==> config.mk <==
export PLATFORM = sky130hd
export DESIGN_NAME = boom_probe_unit_flat
export DESIGN_NICKNAME = d
export VERILOG_FILES = /design/src/rtl/boom_probe_unit_pkg.sv /design/src/rtl/boom_probe_unit_if.sv /design/src/rtl/boom_probe_unit.sv /design/src/flat_wrapper.sv
export SDC_FILE = /design/constraint.sdc
export NUM_CORES = 1
export LEC_CHECK = 0
export CAP_MARGIN = 20
export CORE_ASPECT_RATIO = 1.75
export CORE_MARGIN = 4
export CORE_UTILIZATION = 30
export CTS_BUF_LIST = sky130_fd_sc_hd__clkbuf_16
export CTS_CLUSTER_DIAMETER = 200
export CTS_CLUSTER_SIZE = 20
export DETAILED_ROUTE_END_ITERATION = 12
export HOLD_SLACK_MARGIN = 0.08
export PLACE_DENSITY = 0.82
export SLEW_MARGIN = 20
export SYNTH_ARGS = -nofsm -noshare
export SYNTH_HDL_FRONTEND = slang
export SYNTH_SLANG_ARGS = --single-unit
==> constraint.sdc <==
create_clock -name clock_i -period 1.7 [get_ports clock_i]
set_clock_uncertainty 0.2 [all_clocks]
set_input_delay 0.425 -clock clock_i [delete_from_list [all_inputs] [get_ports clock_i]]
set_output_delay 0.425 -clock clock_i [all_outputs]
set_load 0.02 [all_outputs]
==> src/rtl/boom_probe_unit_pkg.sv <==
// Shared encodings for the L1 probe unit: client coherence states, probe caps,
// ProbeAck report codes, FSM states and the probe coherence resolver.
package boom_probe_unit_pkg;

   localparam logic [1:0] COH_NOTHING = 2'd0;
   localparam logic [1:0] COH_BRANCH  = 2'd1;
   localparam logic [1:0] COH_TRUNK   = 2'd2;
   localparam logic [1:0] COH_DIRTY   = 2'd3;

   localparam logic [1:0] CAP_TO_T = 2'd0;
   localparam logic [1:0] CAP_TO_B = 2'd1;
   localparam logic [1:0] CAP_TO_N = 2'd2;

   localparam logic [2:0] REP_TTOB = 3'd0;
   localparam logic [2:0] REP_TTON = 3'd1;
   localparam logic [2:0] REP_BTON = 3'd2;
   localparam logic [2:0] REP_TTOT = 3'd3;
   localparam logic [2:0] REP_BTOB = 3'd4;
   localparam logic [2:0] REP_NTON = 3'd5;

   localparam logic [2:0] S_INVALID        = 3'd0;
   localparam logic [2:0] S_META_READ      = 3'd1;
   localparam logic [2:0] S_META_RESP      = 3'd2;
   localparam logic [2:0] S_MSHR_REQ       = 3'd3;
   localparam logic [2:0] S_RELEASE        = 3'd4;
   localparam logic [2:0] S_WRITEBACK_REQ  = 3'd5;
   localparam logic [2:0] S_WRITEBACK_RESP = 3'd6;
   localparam logic [2:0] S_META_WRITE     = 3'd7;

   typedef struct packed {
      logic [2:0] report;
      logic [1:0] new_coh;
      logic       dirty;
   } probe_res_t;

   // Unknown cap encodings fall into the toN branch.
   function automatic probe_res_t probe_resolve(input logic [1:0] param, input logic [1:0] coh);
      probe_res_t res;
      res.dirty = (coh == COH_DIRTY);
      case (param)
         CAP_TO_T: begin
            case (coh)
               COH_DIRTY, COH_TRUNK: begin res.report = REP_TTOT; res.new_coh = coh;         end
               COH_BRANCH:           begin res.report = REP_BTOB; res.new_coh = COH_BRANCH;  end
               default:              begin res.report = REP_NTON; res.new_coh = COH_NOTHING; end
            endcase
         end
         CAP_TO_B: begin
            case (coh)
               COH_DIRTY, COH_TRUNK: begin res.report = REP_TTOB; res.new_coh = COH_BRANCH;  end
               COH_BRANCH:           begin res.report = REP_BTOB; res.new_coh = COH_BRANCH;  end
               default:              begin res.report = REP_NTON; res.new_coh = COH_NOTHING; end
            endcase
         end
         default: begin
            case (coh)
               COH_DIRTY, COH_TRUNK: begin res.report = REP_TTON; res.new_coh = COH_NOTHING; end
               COH_BRANCH:           begin res.report = REP_BTON; res.new_coh = COH_NOTHING; end
               default:              begin res.report = REP_NTON; res.new_coh = COH_NOTHING; end
            endcase
         end
      endcase
      return res;
   endfunction

endpackage

==> src/rtl/boom_probe_unit_if.sv <==
// Probe-unit bus bundle: probe request, metadata read/write, ProbeAck,
// writeback request/response and busy-index ports.
interface boom_probe_unit_if #(
   parameter int nWays        = 4,
   parameter int idxBits      = 6,
   parameter int tagBits      = 20,
   parameter int blockOffBits = 6
);
   localparam int paddrBits = tagBits + idxBits + blockOffBits;

   logic                 req_valid;
   logic                 req_ready;
   logic [paddrBits-1:0] req_addr;
   logic [1:0]           req_param;

   logic                 meta_read_valid;
   logic                 meta_read_ready;
   logic [idxBits-1:0]   meta_read_idx;
   logic [tagBits-1:0]   meta_read_tag;
   logic [nWays-1:0]     meta_resp_way_en;
   logic [1:0]           meta_resp_coh;

   logic                 mshr_rdy;

   logic                 rep_valid;
   logic                 rep_ready;
   logic [paddrBits-1:0] rep_addr;
   logic [2:0]           rep_param;

   logic                 wb_req_valid;
   logic                 wb_req_ready;
   logic [tagBits-1:0]   wb_req_tag;
   logic [idxBits-1:0]   wb_req_idx;
   logic [nWays-1:0]     wb_req_way_en;
   logic [2:0]           wb_req_param;
   logic                 wb_req_voluntary;
   logic                 wb_resp;

   logic                 meta_write_valid;
   logic                 meta_write_ready;
   logic [idxBits-1:0]   meta_write_idx;
   logic [nWays-1:0]     meta_write_way_en;
   logic [tagBits-1:0]   meta_write_tag;
   logic [1:0]           meta_write_coh;

   logic                 idx_valid;
   logic [idxBits-1:0]   idx;

   modport slave (
      input  req_valid, req_addr, req_param,
      output req_ready,
      output meta_read_valid, meta_read_idx, meta_read_tag,
      input  meta_read_ready, meta_resp_way_en, meta_resp_coh, mshr_rdy,
      output rep_valid, rep_addr, rep_param,
      input  rep_ready,
      output wb_req_valid, wb_req_tag, wb_req_idx, wb_req_way_en, wb_req_param, wb_req_voluntary,
      input  wb_req_ready, wb_resp,
      output meta_write_valid, meta_write_idx, meta_write_way_en, meta_write_tag, meta_write_coh,
      input  meta_write_ready,
      output idx_valid, idx
   );

   modport master (
      output req_valid, req_addr, req_param,
      input  req_ready,
      input  meta_read_valid, meta_read_idx, meta_read_tag,
      output meta_read_ready, meta_resp_way_en, meta_resp_coh, mshr_rdy,
      input  rep_valid, rep_addr, rep_param,
      output rep_ready,
      input  wb_req_valid, wb_req_tag, wb_req_idx, wb_req_way_en, wb_req_param, wb_req_voluntary,
      output wb_req_ready, wb_resp,
      input  meta_write_valid, meta_write_idx, meta_write_way_en, meta_write_tag, meta_write_coh,
      output meta_write_ready,
      input  idx_valid, idx
   );

endinterface

==> src/rtl/boom_probe_unit.sv <==
// TileLink-B probe handler for the non-blocking L1 D$: reads metadata, resolves
// the downgrade, acks clean probes and hands dirty hits to the writeback unit.
module boom_probe_unit
   import boom_probe_unit_pkg::*;
#(
   parameter int nWays        = 4,
   parameter int idxBits      = 6,
   parameter int tagBits      = 20,
   parameter int blockOffBits = 6
) (
   input  logic             clock_i,
   input  logic             reset_i,
   boom_probe_unit_if.slave bus
);
   localparam int paddrBits = tagBits + idxBits + blockOffBits;

   logic [2:0]         state_q,  state_d;
   logic [tagBits-1:0] tag_q,    tag_d;
   logic [idxBits-1:0] idx_q,    idx_d;
   logic [1:0]         param_q,  param_d;
   logic [nWays-1:0]   way_en_q, way_en_d;
   logic [1:0]         coh_q,    coh_d;

   logic               hit;
   probe_res_t         res;

   // A miss resolves as if the block were held in Nothing.
   assign hit = (way_en_q != {nWays{1'b0}});
   assign res = probe_resolve(param_q, hit ? coh_q : COH_NOTHING);

   // Next-state and field-latch logic for the probe FSM.
   always_comb begin
      state_d  = state_q;
      tag_d    = tag_q;
      idx_d    = idx_q;
      param_d  = param_q;
      way_en_d = way_en_q;
      coh_d    = coh_q;
      case (state_q)
         S_INVALID: begin
            if (bus.req_valid) begin
               state_d = S_META_READ;
               tag_d   = bus.req_addr[paddrBits-1 -: tagBits];
               idx_d   = bus.req_addr[blockOffBits +: idxBits];
               param_d = bus.req_param;
            end else begin
               state_d = S_INVALID;
            end
         end
         S_META_READ: begin
            if (bus.meta_read_ready) begin
               state_d = S_META_RESP;
            end else begin
               state_d = S_META_READ;
            end
         end
         S_META_RESP: begin
            way_en_d = bus.meta_resp_way_en;
            coh_d    = bus.meta_resp_coh;
            state_d  = S_MSHR_REQ;
         end
         S_MSHR_REQ: begin
            if (!bus.mshr_rdy) begin
               state_d = S_META_READ;
            end else if (hit && res.dirty) begin
               state_d = S_WRITEBACK_REQ;
            end else begin
               state_d = S_RELEASE;
            end
         end
         S_RELEASE: begin
            if (bus.rep_ready) begin
               state_d = hit ? S_META_WRITE : S_INVALID;
            end else begin
               state_d = S_RELEASE;
            end
         end
         S_WRITEBACK_REQ: begin
            if (bus.wb_req_ready) begin
               state_d = S_WRITEBACK_RESP;
            end else begin
               state_d = S_WRITEBACK_REQ;
            end
         end
         S_WRITEBACK_RESP: begin
            if (bus.wb_resp) begin
               state_d = S_META_WRITE;
            end else begin
               state_d = S_WRITEBACK_RESP;
            end
         end
         S_META_WRITE: begin
            if (bus.meta_write_ready) begin
               state_d = S_INVALID;
            end else begin
               state_d = S_META_WRITE;
            end
         end
         default: begin
            state_d = S_INVALID;
         end
      endcase
   end

   // State and latched probe fields.
   always_ff @(posedge clock_i or posedge reset_i) begin
      if (reset_i) begin
         state_q  <= S_INVALID;
         tag_q    <= {tagBits{1'b0}};
         idx_q    <= {idxBits{1'b0}};
         param_q  <= 2'd0;
         way_en_q <= {nWays{1'b0}};
         coh_q    <= 2'd0;
      end else begin
         state_q  <= state_d;
         tag_q    <= tag_d;
         idx_q    <= idx_d;
         param_q  <= param_d;
         way_en_q <= way_en_d;
         coh_q    <= coh_d;
      end
   end

   assign bus.req_ready         = (state_q == S_INVALID);
   assign bus.meta_read_valid   = (state_q == S_META_READ);
   assign bus.meta_read_idx     = idx_q;
   assign bus.meta_read_tag     = tag_q;

   assign bus.rep_valid         = (state_q == S_RELEASE);
   assign bus.rep_addr          = {tag_q, idx_q, {blockOffBits{1'b0}}};
   assign bus.rep_param         = res.report;

   assign bus.wb_req_valid      = (state_q == S_WRITEBACK_REQ);
   assign bus.wb_req_tag        = tag_q;
   assign bus.wb_req_idx        = idx_q;
   assign bus.wb_req_way_en     = way_en_q;
   assign bus.wb_req_param      = res.report;
   assign bus.wb_req_voluntary  = 1'b0;

   assign bus.meta_write_valid  = (state_q == S_META_WRITE);
   assign bus.meta_write_idx    = idx_q;
   assign bus.meta_write_way_en = way_en_q;
   assign bus.meta_write_tag    = tag_q;
   assign bus.meta_write_coh    = res.new_coh;

   assign bus.idx_valid         = (state_q != S_INVALID);
   assign bus.idx               = idx_q;

endmodule

==> src/flat_wrapper.sv <==
// flat-port wrapper written by rule: the top's interface ports become plain ports
module boom_probe_unit_flat import boom_probe_unit_pkg::*;
#(
   parameter int nWays        = 4,
   parameter int idxBits      = 6,
   parameter int tagBits      = 20,
   parameter int blockOffBits = 6
)
  (clock_i, reset_i, bus_req_valid, bus_req_addr, bus_req_param, bus_req_ready, bus_meta_read_valid, bus_meta_read_idx, bus_meta_read_tag, bus_meta_read_ready, bus_meta_resp_way_en, bus_meta_resp_coh, bus_mshr_rdy, bus_rep_valid, bus_rep_addr, bus_rep_param, bus_rep_ready, bus_wb_req_valid, bus_wb_req_tag, bus_wb_req_idx, bus_wb_req_way_en, bus_wb_req_param, bus_wb_req_voluntary, bus_wb_req_ready, bus_wb_resp, bus_meta_write_valid, bus_meta_write_idx, bus_meta_write_way_en, bus_meta_write_tag, bus_meta_write_coh, bus_meta_write_ready, bus_idx_valid, bus_idx);
  boom_probe_unit_if #(.nWays(nWays), .idxBits(idxBits), .tagBits(tagBits), .blockOffBits(blockOffBits)) bus_i ();
  input  logic clock_i;
  input  logic reset_i;
  input wire logic [$bits(bus_i.req_valid)-1:0] bus_req_valid;
  input wire logic [$bits(bus_i.req_addr)-1:0] bus_req_addr;
  input wire logic [$bits(bus_i.req_param)-1:0] bus_req_param;
  output wire logic [$bits(bus_i.req_ready)-1:0] bus_req_ready;
  output wire logic [$bits(bus_i.meta_read_valid)-1:0] bus_meta_read_valid;
  output wire logic [$bits(bus_i.meta_read_idx)-1:0] bus_meta_read_idx;
  output wire logic [$bits(bus_i.meta_read_tag)-1:0] bus_meta_read_tag;
  input wire logic [$bits(bus_i.meta_read_ready)-1:0] bus_meta_read_ready;
  input wire logic [$bits(bus_i.meta_resp_way_en)-1:0] bus_meta_resp_way_en;
  input wire logic [$bits(bus_i.meta_resp_coh)-1:0] bus_meta_resp_coh;
  input wire logic [$bits(bus_i.mshr_rdy)-1:0] bus_mshr_rdy;
  output wire logic [$bits(bus_i.rep_valid)-1:0] bus_rep_valid;
  output wire logic [$bits(bus_i.rep_addr)-1:0] bus_rep_addr;
  output wire logic [$bits(bus_i.rep_param)-1:0] bus_rep_param;
  input wire logic [$bits(bus_i.rep_ready)-1:0] bus_rep_ready;
  output wire logic [$bits(bus_i.wb_req_valid)-1:0] bus_wb_req_valid;
  output wire logic [$bits(bus_i.wb_req_tag)-1:0] bus_wb_req_tag;
  output wire logic [$bits(bus_i.wb_req_idx)-1:0] bus_wb_req_idx;
  output wire logic [$bits(bus_i.wb_req_way_en)-1:0] bus_wb_req_way_en;
  output wire logic [$bits(bus_i.wb_req_param)-1:0] bus_wb_req_param;
  output wire logic [$bits(bus_i.wb_req_voluntary)-1:0] bus_wb_req_voluntary;
  input wire logic [$bits(bus_i.wb_req_ready)-1:0] bus_wb_req_ready;
  input wire logic [$bits(bus_i.wb_resp)-1:0] bus_wb_resp;
  output wire logic [$bits(bus_i.meta_write_valid)-1:0] bus_meta_write_valid;
  output wire logic [$bits(bus_i.meta_write_idx)-1:0] bus_meta_write_idx;
  output wire logic [$bits(bus_i.meta_write_way_en)-1:0] bus_meta_write_way_en;
  output wire logic [$bits(bus_i.meta_write_tag)-1:0] bus_meta_write_tag;
  output wire logic [$bits(bus_i.meta_write_coh)-1:0] bus_meta_write_coh;
  input wire logic [$bits(bus_i.meta_write_ready)-1:0] bus_meta_write_ready;
  output wire logic [$bits(bus_i.idx_valid)-1:0] bus_idx_valid;
  output wire logic [$bits(bus_i.idx)-1:0] bus_idx;
  assign bus_i.req_valid = bus_req_valid;
  assign bus_i.req_addr = bus_req_addr;
  assign bus_i.req_param = bus_req_param;
  assign bus_req_ready = bus_i.req_ready;
  assign bus_meta_read_valid = bus_i.meta_read_valid;
  assign bus_meta_read_idx = bus_i.meta_read_idx;
  assign bus_meta_read_tag = bus_i.meta_read_tag;
  assign bus_i.meta_read_ready = bus_meta_read_ready;
  assign bus_i.meta_resp_way_en = bus_meta_resp_way_en;
  assign bus_i.meta_resp_coh = bus_meta_resp_coh;
  assign bus_i.mshr_rdy = bus_mshr_rdy;
  assign bus_rep_valid = bus_i.rep_valid;
  assign bus_rep_addr = bus_i.rep_addr;
  assign bus_rep_param = bus_i.rep_param;
  assign bus_i.rep_ready = bus_rep_ready;
  assign bus_wb_req_valid = bus_i.wb_req_valid;
  assign bus_wb_req_tag = bus_i.wb_req_tag;
  assign bus_wb_req_idx = bus_i.wb_req_idx;
  assign bus_wb_req_way_en = bus_i.wb_req_way_en;
  assign bus_wb_req_param = bus_i.wb_req_param;
  assign bus_wb_req_voluntary = bus_i.wb_req_voluntary;
  assign bus_i.wb_req_ready = bus_wb_req_ready;
  assign bus_i.wb_resp = bus_wb_resp;
  assign bus_meta_write_valid = bus_i.meta_write_valid;
  assign bus_meta_write_idx = bus_i.meta_write_idx;
  assign bus_meta_write_way_en = bus_i.meta_write_way_en;
  assign bus_meta_write_tag = bus_i.meta_write_tag;
  assign bus_meta_write_coh = bus_i.meta_write_coh;
  assign bus_i.meta_write_ready = bus_meta_write_ready;
  assign bus_idx_valid = bus_i.idx_valid;
  assign bus_idx = bus_i.idx;
  boom_probe_unit #(.nWays(nWays), .idxBits(idxBits), .tagBits(tagBits), .blockOffBits(blockOffBits)) u_core (.clock_i(clock_i), .reset_i(reset_i), .bus(bus_i));
endmodule
==> impl_metrics.tcl, run 1 <==
set metrics [dict create \
    maxCapViolCount 0 \
    htreeDepth 2 \
    die_x_um 75.7 \
    cts_buffer_depth 2 \
    finalHoldViolations 0 \
    grt_pass1_vias 1944 \
    coreArea_mm2 0.00786 \
    p_leak_nw 1.96 \
    rsz0062_at_grt "yes" \
    synth_cell_types 32 \
    ys_seq_area_share_pct 38.5 \
    final_area_mm2 0.00405 \
    failed_checks "negative setup slack" \
    met3_usage_pct 2.93 \
    cp-start-kind "register" \
    syn_avg_cell_area_um2 10.8 \
    worst_hold_slack_ns 0.282 \
    vias_per_cell 4.38 \
    timing.final.ws_setup_ns -0.405 \
    final_cells 437 \
    finalPower_mw 9.76 \
    postPlaceCellArea_mm2 0.00374 \
    dp.cells 411 \
    p_clk_share_pct 8.7 \
    die_h_um 126 \
    numPortBuffers 174 \
    worst_skew_pair.late_latency_ns 0.28 \
    regArea_um2 928 \
    clock-sinks 37 \
    critPathRequiredTime_ns 1.07 \
    cp.arrival_ns 1.48 \
    syn_to_final_growth_pct 68.5 \
    drt_iter0_drc 26 \
    layout_common_cells "dlygate4sd2_1, clkdlybuf4s50_1, dfrtp_1" \
    drive_gt1_share_pct 45.0 \
    seq_power_share_pct 19.1 \
    place.gp.congestion 0.705 \
    fmax_mhz 475 \
    grt_overflow 0 \
    maxSlewViolCount 0 \
    clkTransAtPathRegs_ns 0.05 \
    grt_pass1_wl_um 10100 \
    power.switching_mw 4.55 \
    first_pass_iters 4 \
    ant_nets 0 \
    use_met2_pct 24.4 \
    synth_top_area_share_pct 38.5 \
    grtUsageTotal_pct 13.6 \
    syn_inst 223 \
    p_int_mw 5.21 \
    wl_per_cell_um 15.6 \
    cp_max_fo 3 \
    grt_use_met1_pct 14.9 \
    drc 0 \
    p_sw_share_pct 46.6 \
    grt_max_degree 38 \
    cts_tree "yes" \
    antenna_found_initial 0 \
    ios 188 \
    nets 396 \
    multi_input_area_um2 898 \
    synth_area_leaders "dfrtp_1, buf_4, mux2_2, mux2_4, buf_12" \
    hp-class "primary input to async pin" \
    dp_hpwl_um 4900 \
    setup_viol 44 \
    yosysTopAreaCell "dfrtp_1" \
    fin_crit_sh_pct 124 \
    synth_area_mm2 0.00240 \
    period_needed_ns 2.10 \
    status "complete, but fails checks" \
    initial_core_util_pct 30.6 \
    core.rowCount 43 \
    grt.busiest_layer "met2" \
    end_kind "primary output" \
    cts-root-buf "clkbuf_16" \
    power_frac_comb_pct 72.2 \
    fillers 705 \
    vias 1912 \
    vdd_ir_drop_max_v 0.000931 \
    numCtsBuffers 5 \
    wl_um 6840 \
    dieArea_mm2 0.00956 \
    critical_path_class "register to primary output" \
    p_per_area_mw_per_mm2 2410 \
    yosysWarnings 0 \
    synth_seq_cells 37 \
    hold_buffers 0 \
    final_common_cell "dlygate4sd2_1" \
    insertedDiodeCount 0 \
]
-- synthesized netlist by cell type (all sizes together) --
cell type	n
a211o	1
a21oi	1
a31oi	2
and2	1
and3	1
and3b	1
buf	101
clkbuf	4
conb	1
dfrtp	37
inv	3
mux2	33
mux2i	1
nand2	9
nand2b	1
nand3	4
nand3b	1
nand4	1
nor2	2
nor2b	2
nor3	3
nor3b	2
nor4	2
o21ai	4
o22ai	1
o2bb2ai	1
o311ai	1
or3	1
or4	1
-- timing repair --
item / 4_1_cts / 5_1_grt
cloned: 2 / 0
buffers inserted: 15 / 7
gates resized for setup: 305 / 80
pin swaps: 8 / 7
setup endpoints to repair: 168 / 103
hold endpoints to repair: 0 / 0
-- metrics by stage --
step                      setup TNS (ns)  util [%]  setup slack, ns
after global placement            -10.76      47.6           -0.586
after CTS                         -10.12      52.7           -0.409
after global routing              -10.79      51.6           -0.438
final                              -8.73      51.6           -0.405
after detailed placement          -11.32      47.6           -0.602
after floorplan                    -5.79         -           -0.223
-- metal layers --
metal | vias up | part of all wire [%]
li1 | 883 | -
met1 | 922 | 34
met2 | 98 | 56
met3 | 9 | 8.1
met4 | 0 | 2.1
met5 | - | 0
-- worst max-delay path, stage by stage (launching register included) --
cell	delay (ns)
dfrtp_2	0.40
or4_4	0.59
nand2_4	0.11
buf_6	0.11
-- sequential cells by signal (all words and copies together), names as in the netlist --
| signal | flops |
|---|---|
| u_core.bus.idx | 6 |
| u_core.bus.meta_write_way_en | 4 |
| u_core.param_q | 2 |
| u_core.state_q | 3 |
| u_core.coh_q | 2 |
| u_core.bus.meta_read_tag | 20 |
-- cells by family after synthesis --
| logic type | count (synthesis) | synth area share, % |
|---|---|---|
| AOI/OAI and AO/OA | 11 | 2.92 |
| buffers and inverters | 108 | 33.7 |
| DFF | 37 | 38.5 |
| muxes | 34 | 17.3 |
| other | 1 | 0.156 |
| and+or+nand+nor | 32 | 7.44 |
-- final cells by class --
| type | instances | share of cell area, % |
|---|---|---|
| clock inverter | 2 | 0.185 |
| clock buffer | 5 | 3.09 |
| timing repair buffer | 216 | 48.5 |
| sequential | 37 | 22.9 |
| multi-input combinational | 84 | 22.2 |
| tap | 90 | 2.78 |
| inverter | 3 | 0.340 |
-- power groups by stage --
stage / Sequential, mW / Combinational, mW / Clock [mW]
after floorplan: 2.30 / 4.43 / 0
after global placement: 1.84 / 7.07 / 0
after detailed placement: 1.89 / 7.15 / 0
after CTS: 1.86 / 7.06 / 0.891
after global routing: 1.97 / 7.42 / 0.925
final: 1.86 / 7.05 / 0.848
-- path summary, 6_finish.rpt --
kind	from	to	slack (ns)	depth (start not counted)
min in group clock_i	u_core.bus.meta_read_tag[11]$_DFFE_PP0P_	u_core.bus.meta_read_tag[11]$_DFFE_PP0P_	0.36	1
min reg2reg	u_core.bus.meta_read_tag[11]$_DFFE_PP0P_	u_core.bus.meta_read_tag[11]$_DFFE_PP0P_	0.36	1
min	reset_i	u_core.bus.meta_read_tag[0]$_DFFE_PP0P_	0.28	3
max	u_core.bus.meta_write_way_en[3]$_DFFE_PP0P_	bus_wb_req_param[2]	-0.40	3
max reg2reg	u_core.bus.meta_write_way_en[3]$_DFFE_PP0P_	u_core.state_q[2]$_DFF_PP0_	-0.24	5
max in group asynchronous	reset_i	u_core.bus.meta_write_way_en[3]$_DFFE_PP0P_	0.81	3
Power figures use the tool's default switching activity.
==> run 2, diff against run 1 <==
PLACE_DENSITY = 0.79   (was 0.82)
clock period = 2.1 ns   (was 1.7 ns; I/O delays follow)
==> run 2 against run 1 <==
The run still ends with negative setup slack left. Sequential share of layout area rose by 0.51 points. Sequential cell count stayed put. Clock-buffer cell count unchanged. Worst hold slack better by 0.079 ns. Worst setup slack improved by 0.28 ns. Final area decreased by 2.4%. Critical path type unchanged. Global-route usage shrank 0.80 points.
==> impl_metrics.tcl, run 2 (synthesis results as in run 1) <==
set metrics [dict create \
    status "complete, but fails checks" \
    failed_checks "negative setup slack" \
    wl_um 6370 \
    final_cells 420 \
    drc 0 \
    r2r_end "u_core.state_q[2]$_DFF_PP0_" \
    ios 188 \
    grt_overflow 0 \
    place.gp.congestion 0.709 \
    grtUsageTotal_pct 12.8 \
    clock-sinks 37 \
    timing.rr.start "u_core.bus.meta_write_way_en[2]$_DFFE_PP0P_" \
    hold_buffers 0 \
    drt_iter0_drc 36 \
    largest_reg_flops 20 \
    numCtsBuffers 5 \
    worst_skew_pair.late_latency_ns 0.27 \
    r2r_slack_ns 0.14 \
    wl_per_cell_um 15.2 \
    dp.cells 406 \
    critical_path_class "register to primary output" \
    coreArea_mm2 0.00786 \
    timing.final.ws_setup_ns -0.129 \
    fin_setup_tns_ns -0.748 \
    grt_max_degree 23 \
    syn_to_final_growth_pct 64.4 \
    hp-class "primary input to async pin" \
    p_per_area_mw_per_mm2 2010 \
    vdd_ir_drop_max_v 0.000891 \
    period_needed_ns 2.23 \
    p_clk_share_pct 8.8 \
    fin_crit_sh_pct 106 \
    p_sw_share_pct 44.1 \
    fillers 724 \
    die_x_um 75.7 \
    seq_power_share_pct 19.0 \
    ant_nets 0 \
    final_common_cell "clkdlybuf4s50_1" \
    max_slew_margin_pct 58.0 \
    initial_core_util_pct 30.6 \
    cts_tree "yes" \
    htreeDepth 2 \
    core.rowCount 43 \
    cp-start-kind "register" \
    cp.arrival_ns 1.50 \
    p_int_mw 4.43 \
    numPortBuffers 174 \
    clkTransAtPathRegs_ns 0.05 \
    first_pass_iters 4 \
    reg2regPathDepth 5 \
    drive_gt1_share_pct 26.1 \
    power.switching_mw 3.50 \
    vias 1824 \
    finalHoldViolations 0 \
    cp_max_fo 3 \
    tightest_slew_ns 0.627 \
    setup_viol 8 \
    end_kind "primary output" \
    cts-root-buf "clkbuf_16" \
    grt_pass1_wl_um 9520 \
    power_frac_comb_pct 72.2 \
    insertedDiodeCount 0 \
    die_h_um 126 \
    dieArea_mm2 0.00956 \
    p_leak_nw 1.90 \
    critPathRequiredTime_ns 1.37 \
    vias_per_cell 4.34 \
    dp_hpwl_um 5130 \
    nets 378 \
    cts_buffer_depth 2 \
    grt_pass1_vias 1855 \
    maxCapViolCount 0 \
    layout_common_cells "clkdlybuf4s50_1, dfrtp_1, dlymetal6s2s_1" \
    maxSlewViolCount 0 \
    fmax_mhz 449 \
    antenna_found_initial 0 \
    rsz0062_at_grt "yes" \
]
==> run 2: changes by cell type in the layout (fill, tap and decap cells not counted), moves of 5 or more <==
cell / previous run / this run
buf_4: 26 / 18
dlygate4sd2_1: 48 / 6
mux2_2: 0 / 24
clkdlybuf4s15_2: 7 / 1
mux2_4: 33 / 9
clkdlybuf4s50_1: 42 / 126
buf_2: 6 / 1
dlymetal6s2s_1: 0 / 26
clkbuf_2: 27 / 3
clkdlybuf4s15_1: 28 / 3
buf_6: 27 / 11
==> run 2: worst max path at each step <==
stage,startpoint,endpoint,slack (ns),cells after the start
after detailed placement,u_core.bus.meta_write_way_en[3]$_DFFE_PP0P_,bus_wb_req_param[0],-0.34,3
after floorplan,u_core.bus.meta_write_way_en[3]$_DFFE_PP0P_,bus_wb_req_param[0],-0.02,3
after global placement,u_core.bus.meta_write_way_en[3]$_DFFE_PP0P_,bus_rep_param[0],-0.34,3
after CTS,u_core.bus.meta_write_way_en[0]$_DFFE_PP0P_,bus_meta_write_coh[0],-0.14,6
after global routing,u_core.bus.meta_write_way_en[0]$_DFFE_PP0P_,bus_meta_write_coh[0],-0.18,6
final,u_core.bus.meta_write_way_en[0]$_DFFE_PP0P_,bus_meta_write_coh[0],-0.13,6
==> run 2: layer usage <==
metal / global-route usage, % / part of all wire [%] / vias up
met1: 12.7 / 31 / 883
met3: 3.01 / 8.4 / 8
met4: 3.71 / 1.4 / 0
li1: - / - / 848
met5: 0 / 0 / -
met2: 24.8 / 59 / 85
==> run 2: final cells by class <==
class	count	area, um^2	share of cell area (%)
inverter	3	11.3	0.285
multi-input combinational	84	744	18.8
clock buffer	5	125	3.17
sequential	37	926	23.4
clock inverter	3	12.5	0.317
timing repair buffer	198	2020	51.1
tap	90	113	2.85
==> run 2: stage by stage <==
stage	hold slack (ns)	utilization, %	area (um^2)	worst slack (ns)	total power, mW
finish	0.362	50.3	3950	-0.129	7.93
global route	0.396	50.3	3950	-0.181	8.36
CTS	0.371	49.1	3850	-0.136	7.99
detailed placement	0.376	46.6	3660	-0.342	7.21
global placement	0.356	46.6	3660	-0.342	7.10
floorplan	0.349	-	2430	-0.0175	5.36
==> run 2: power by group through the flow <==
| stage | sequential [mW] | clock (mW) | combinational, mW |
|---|---|---|---|
| CTS | 1.53 | 0.722 | 5.74 |
| detailed placement | 1.53 | 0 | 5.68 |
| global route | 1.58 | 0.756 | 6.02 |
| floorplan | 1.84 | 0 | 3.52 |
| global placement | 1.49 | 0 | 5.61 |
| finish | 1.51 | 0.694 | 5.73 |
==> run 2: repair_timing <==
action                                  CTS  global route
endpoints found under the setup margin   21            46
pin swaps                                 3             2
gates resized for setup                  80            38
endpoints found under the hold margin     0             0
setup buffers                             3             3
==> run 2: critical path: stages (launching register included) <==
cell	delay, ns
dfrtp_1	0.40
buf_6	0.13
nor4_4	0.25
buf_4	0.18
buf_6	0.10
nor3_4	0.03
buf_6	0.14
==> run 3, diff against run 2 <==
CAP_MARGIN = unset   (was 20)
clock period = 2.4 ns   (was 2.1 ns; I/O delays follow)
==> run 3 against run 2 <==
Final cell count shrank 2.4%. Clock power down 13%. Clock-buffer cell count unchanged. Sequential share of layout area up 1.4 points. Critical path depth shrank 3. The flow now finishes without violations. Highest routed layer unchanged. Combinational power shrank 17%. Global-route usage fell by 0.29 points. Critical path type unchanged.
==> impl_metrics.tcl, run 3 (synthesis results as in run 1) <==
set metrics [dict create \
    status "completed" \
    insertedDiodeCount 0 \
    dieArea_mm2 0.00956 \
    grt_max_degree 21 \
    first_pass_iters 4 \
    p_per_area_mw_per_mm2 1790 \
    vias_per_cell 4.35 \
    grtUsageTotal_pct 12.5 \
    max_slew_margin_pct 53.6 \
    core.rowCount 43 \
    largest_reg_flops 20 \
    ant_nets 0 \
    numPortBuffers 174 \
    layout_common_cells "clkdlybuf4s50_1, dfrtp_1, mux2_2" \
    drive_gt1_share_pct 20.3 \
    die_h_um 126 \
    drt_iter0_drc 35 \
    final_common_cell "clkdlybuf4s50_1" \
    drc 0 \
    numCtsBuffers 5 \
    grt_pass1_vias 1814 \
    wl_um 6060 \
    clock-sinks 37 \
    routed.top_layer "met4" \
    p_leak_nw 1.57 \
    timing.final.ws_setup_ns 0.131 \
    cts-root-buf "clkbuf_16" \
    htreeDepth 2 \
    coreArea_mm2 0.00786 \
    hold_buffers 0 \
    antenna_found_initial 0 \
    met2WireLength_um 3540 \
    hp-class "register to register" \
    cts_buffer_depth 2 \
    maxCapViolCount 0 \
    wl_per_cell_um 14.8 \
    wl_met3_um 422 \
    vias 1785 \
    fmax_mhz 441 \
    vdd_ir_drop_max_v 0.000715 \
    fin_setup_tns_ns 0 \
    initial_core_util_pct 30.6 \
    cp-start-kind "register" \
    wl_met1_um 1910 \
    syn_to_final_growth_pct 55.3 \
    fillers 744 \
    worst_skew_pair.late_latency_ns 0.27 \
    ios 188 \
    pre_cts_slack_ns -0.0498 \
    clkTransAtPathRegs_ns 0.05 \
    grt_overflow 0 \
    grt_pass1_wl_um 9090 \
    tightest_slew_ns 0.691 \
    period_needed_ns 2.27 \
    place.gp.congestion 0.726 \
    finalHoldViolations 0 \
    fin_crit_sh_pct 94.5 \
    dp_hpwl_um 5000 \
    critPathRequiredTime_ns 1.60 \
    setup_viol 0 \
    cp.arrival_ns 1.47 \
    critical_path_class "register to primary output" \
    rsz0062_at_grt "no" \
    cts_tree "yes" \
    cp_max_fo 3 \
    maxSlewViolCount 0 \
    nets 368 \
    die_x_um 75.7 \
    end_kind "primary output" \
]
==> run 3: cell types whose count changed in the layout (fill, tap and decap cells not counted), moves of 5 or more <==
cell | previous run | this run
buf_2 | 1 | 6
clkdlybuf4s50_1 | 126 | 160
buf_6 | 11 | 0
buf_4 | 18 | 11
dlymetal6s2s_1 | 26 | 0
==> run 3: metrics by stage <==
| stage | instance area (um^2) | util (%) | hold slack [ns] | instances | power, mW |
|---|---|---|---|---|---|
| 2_1_floorplan | 2430 | - | 0.349 | 229 | 4.68 |
| 3_3_place_gp | 3620 | 46.0 | 0.358 | 401 | 6.14 |
| 3_5_place_dp | 3620 | 46.0 | 0.370 | 401 | 6.23 |
| 4_1_cts | 3750 | 47.8 | 0.383 | 410 | 6.80 |
| 5_1_grt | 3730 | 47.5 | 0.394 | 410 | 7.05 |
| 6_report | 3730 | 47.5 | 0.374 | 410 | 6.68 |
==> run 3: cell type report <==
type	instances	area [um^2]	area share, %
Inverter	3	11.3	0.302
Tap cell	90	113	3.02
Timing Repair Buffer	188	1840	49.2
Clock inverter	3	11.3	0.302
Sequential cell	37	926	24.8
Clock buffer	5	125	3.35
Multi-Input combinational cell	84	709	19.0
==> run 3: critical path: stages, from the launching register on <==
cell	delay, ns
dfrtp_1	0.40
or3_4	0.40
inv_2	0.06
dlygate4sd2_1	0.33
==> run 3: metal layers <==
| layer | vias to the layer above | track usage, % |
|---|---|---|
| li1 | 830 | - |
| met1 | 852 | 11.8 |
| met2 | 89 | 23.9 |
| met3 | 14 | 3.01 |
| met4 | 0 | 5.56 |
| met5 | - | 0 |
==> run 3: timing repair <==
action	CTS	global route
setup buffers	1	0
gates resized for setup	32	9
setup endpoints to repair	14	7
pin swaps	0	0
==> run 3: power by group <==
part | total, mW | internal, mW | switching (mW) | leakage (nW)
Combinational | 4.74 | 2.40 | 2.34 | 1.06
Sequential | 1.34 | 0.949 | 0.388 | 0.441
Clock | 0.602 | 0.373 | 0.229 | 0.0776
==> run 3: path summary, 6_finish.rpt <==
| path | from | endpoint | slack (ns) | depth (start not counted) |
|---|---|---|---|---|
| min reg2reg | u_core.bus.meta_read_tag[7]$_DFFE_PP0P_ | u_core.bus.meta_read_tag[7]$_DFFE_PP0P_ | 0.37 | 1 |
| max in group asynchronous | reset_i | u_core.bus.meta_read_tag[8]$_DFFE_PP0P_ | 1.06 | 3 |
| min | u_core.bus.meta_read_tag[7]$_DFFE_PP0P_ | u_core.bus.meta_read_tag[7]$_DFFE_PP0P_ | 0.37 | 1 |
| max reg2reg | u_core.bus.meta_write_way_en[3]$_DFFE_PP0P_ | u_core.state_q[2]$_DFF_PP0_ | 0.51 | 4 |
| max | u_core.state_q[2]$_DFF_PP0_ | bus_req_ready | 0.13 | 3 |
| min in group asynchronous | reset_i | u_core.bus.meta_read_tag[17]$_DFFE_PP0P_ | 0.45 | 2 |
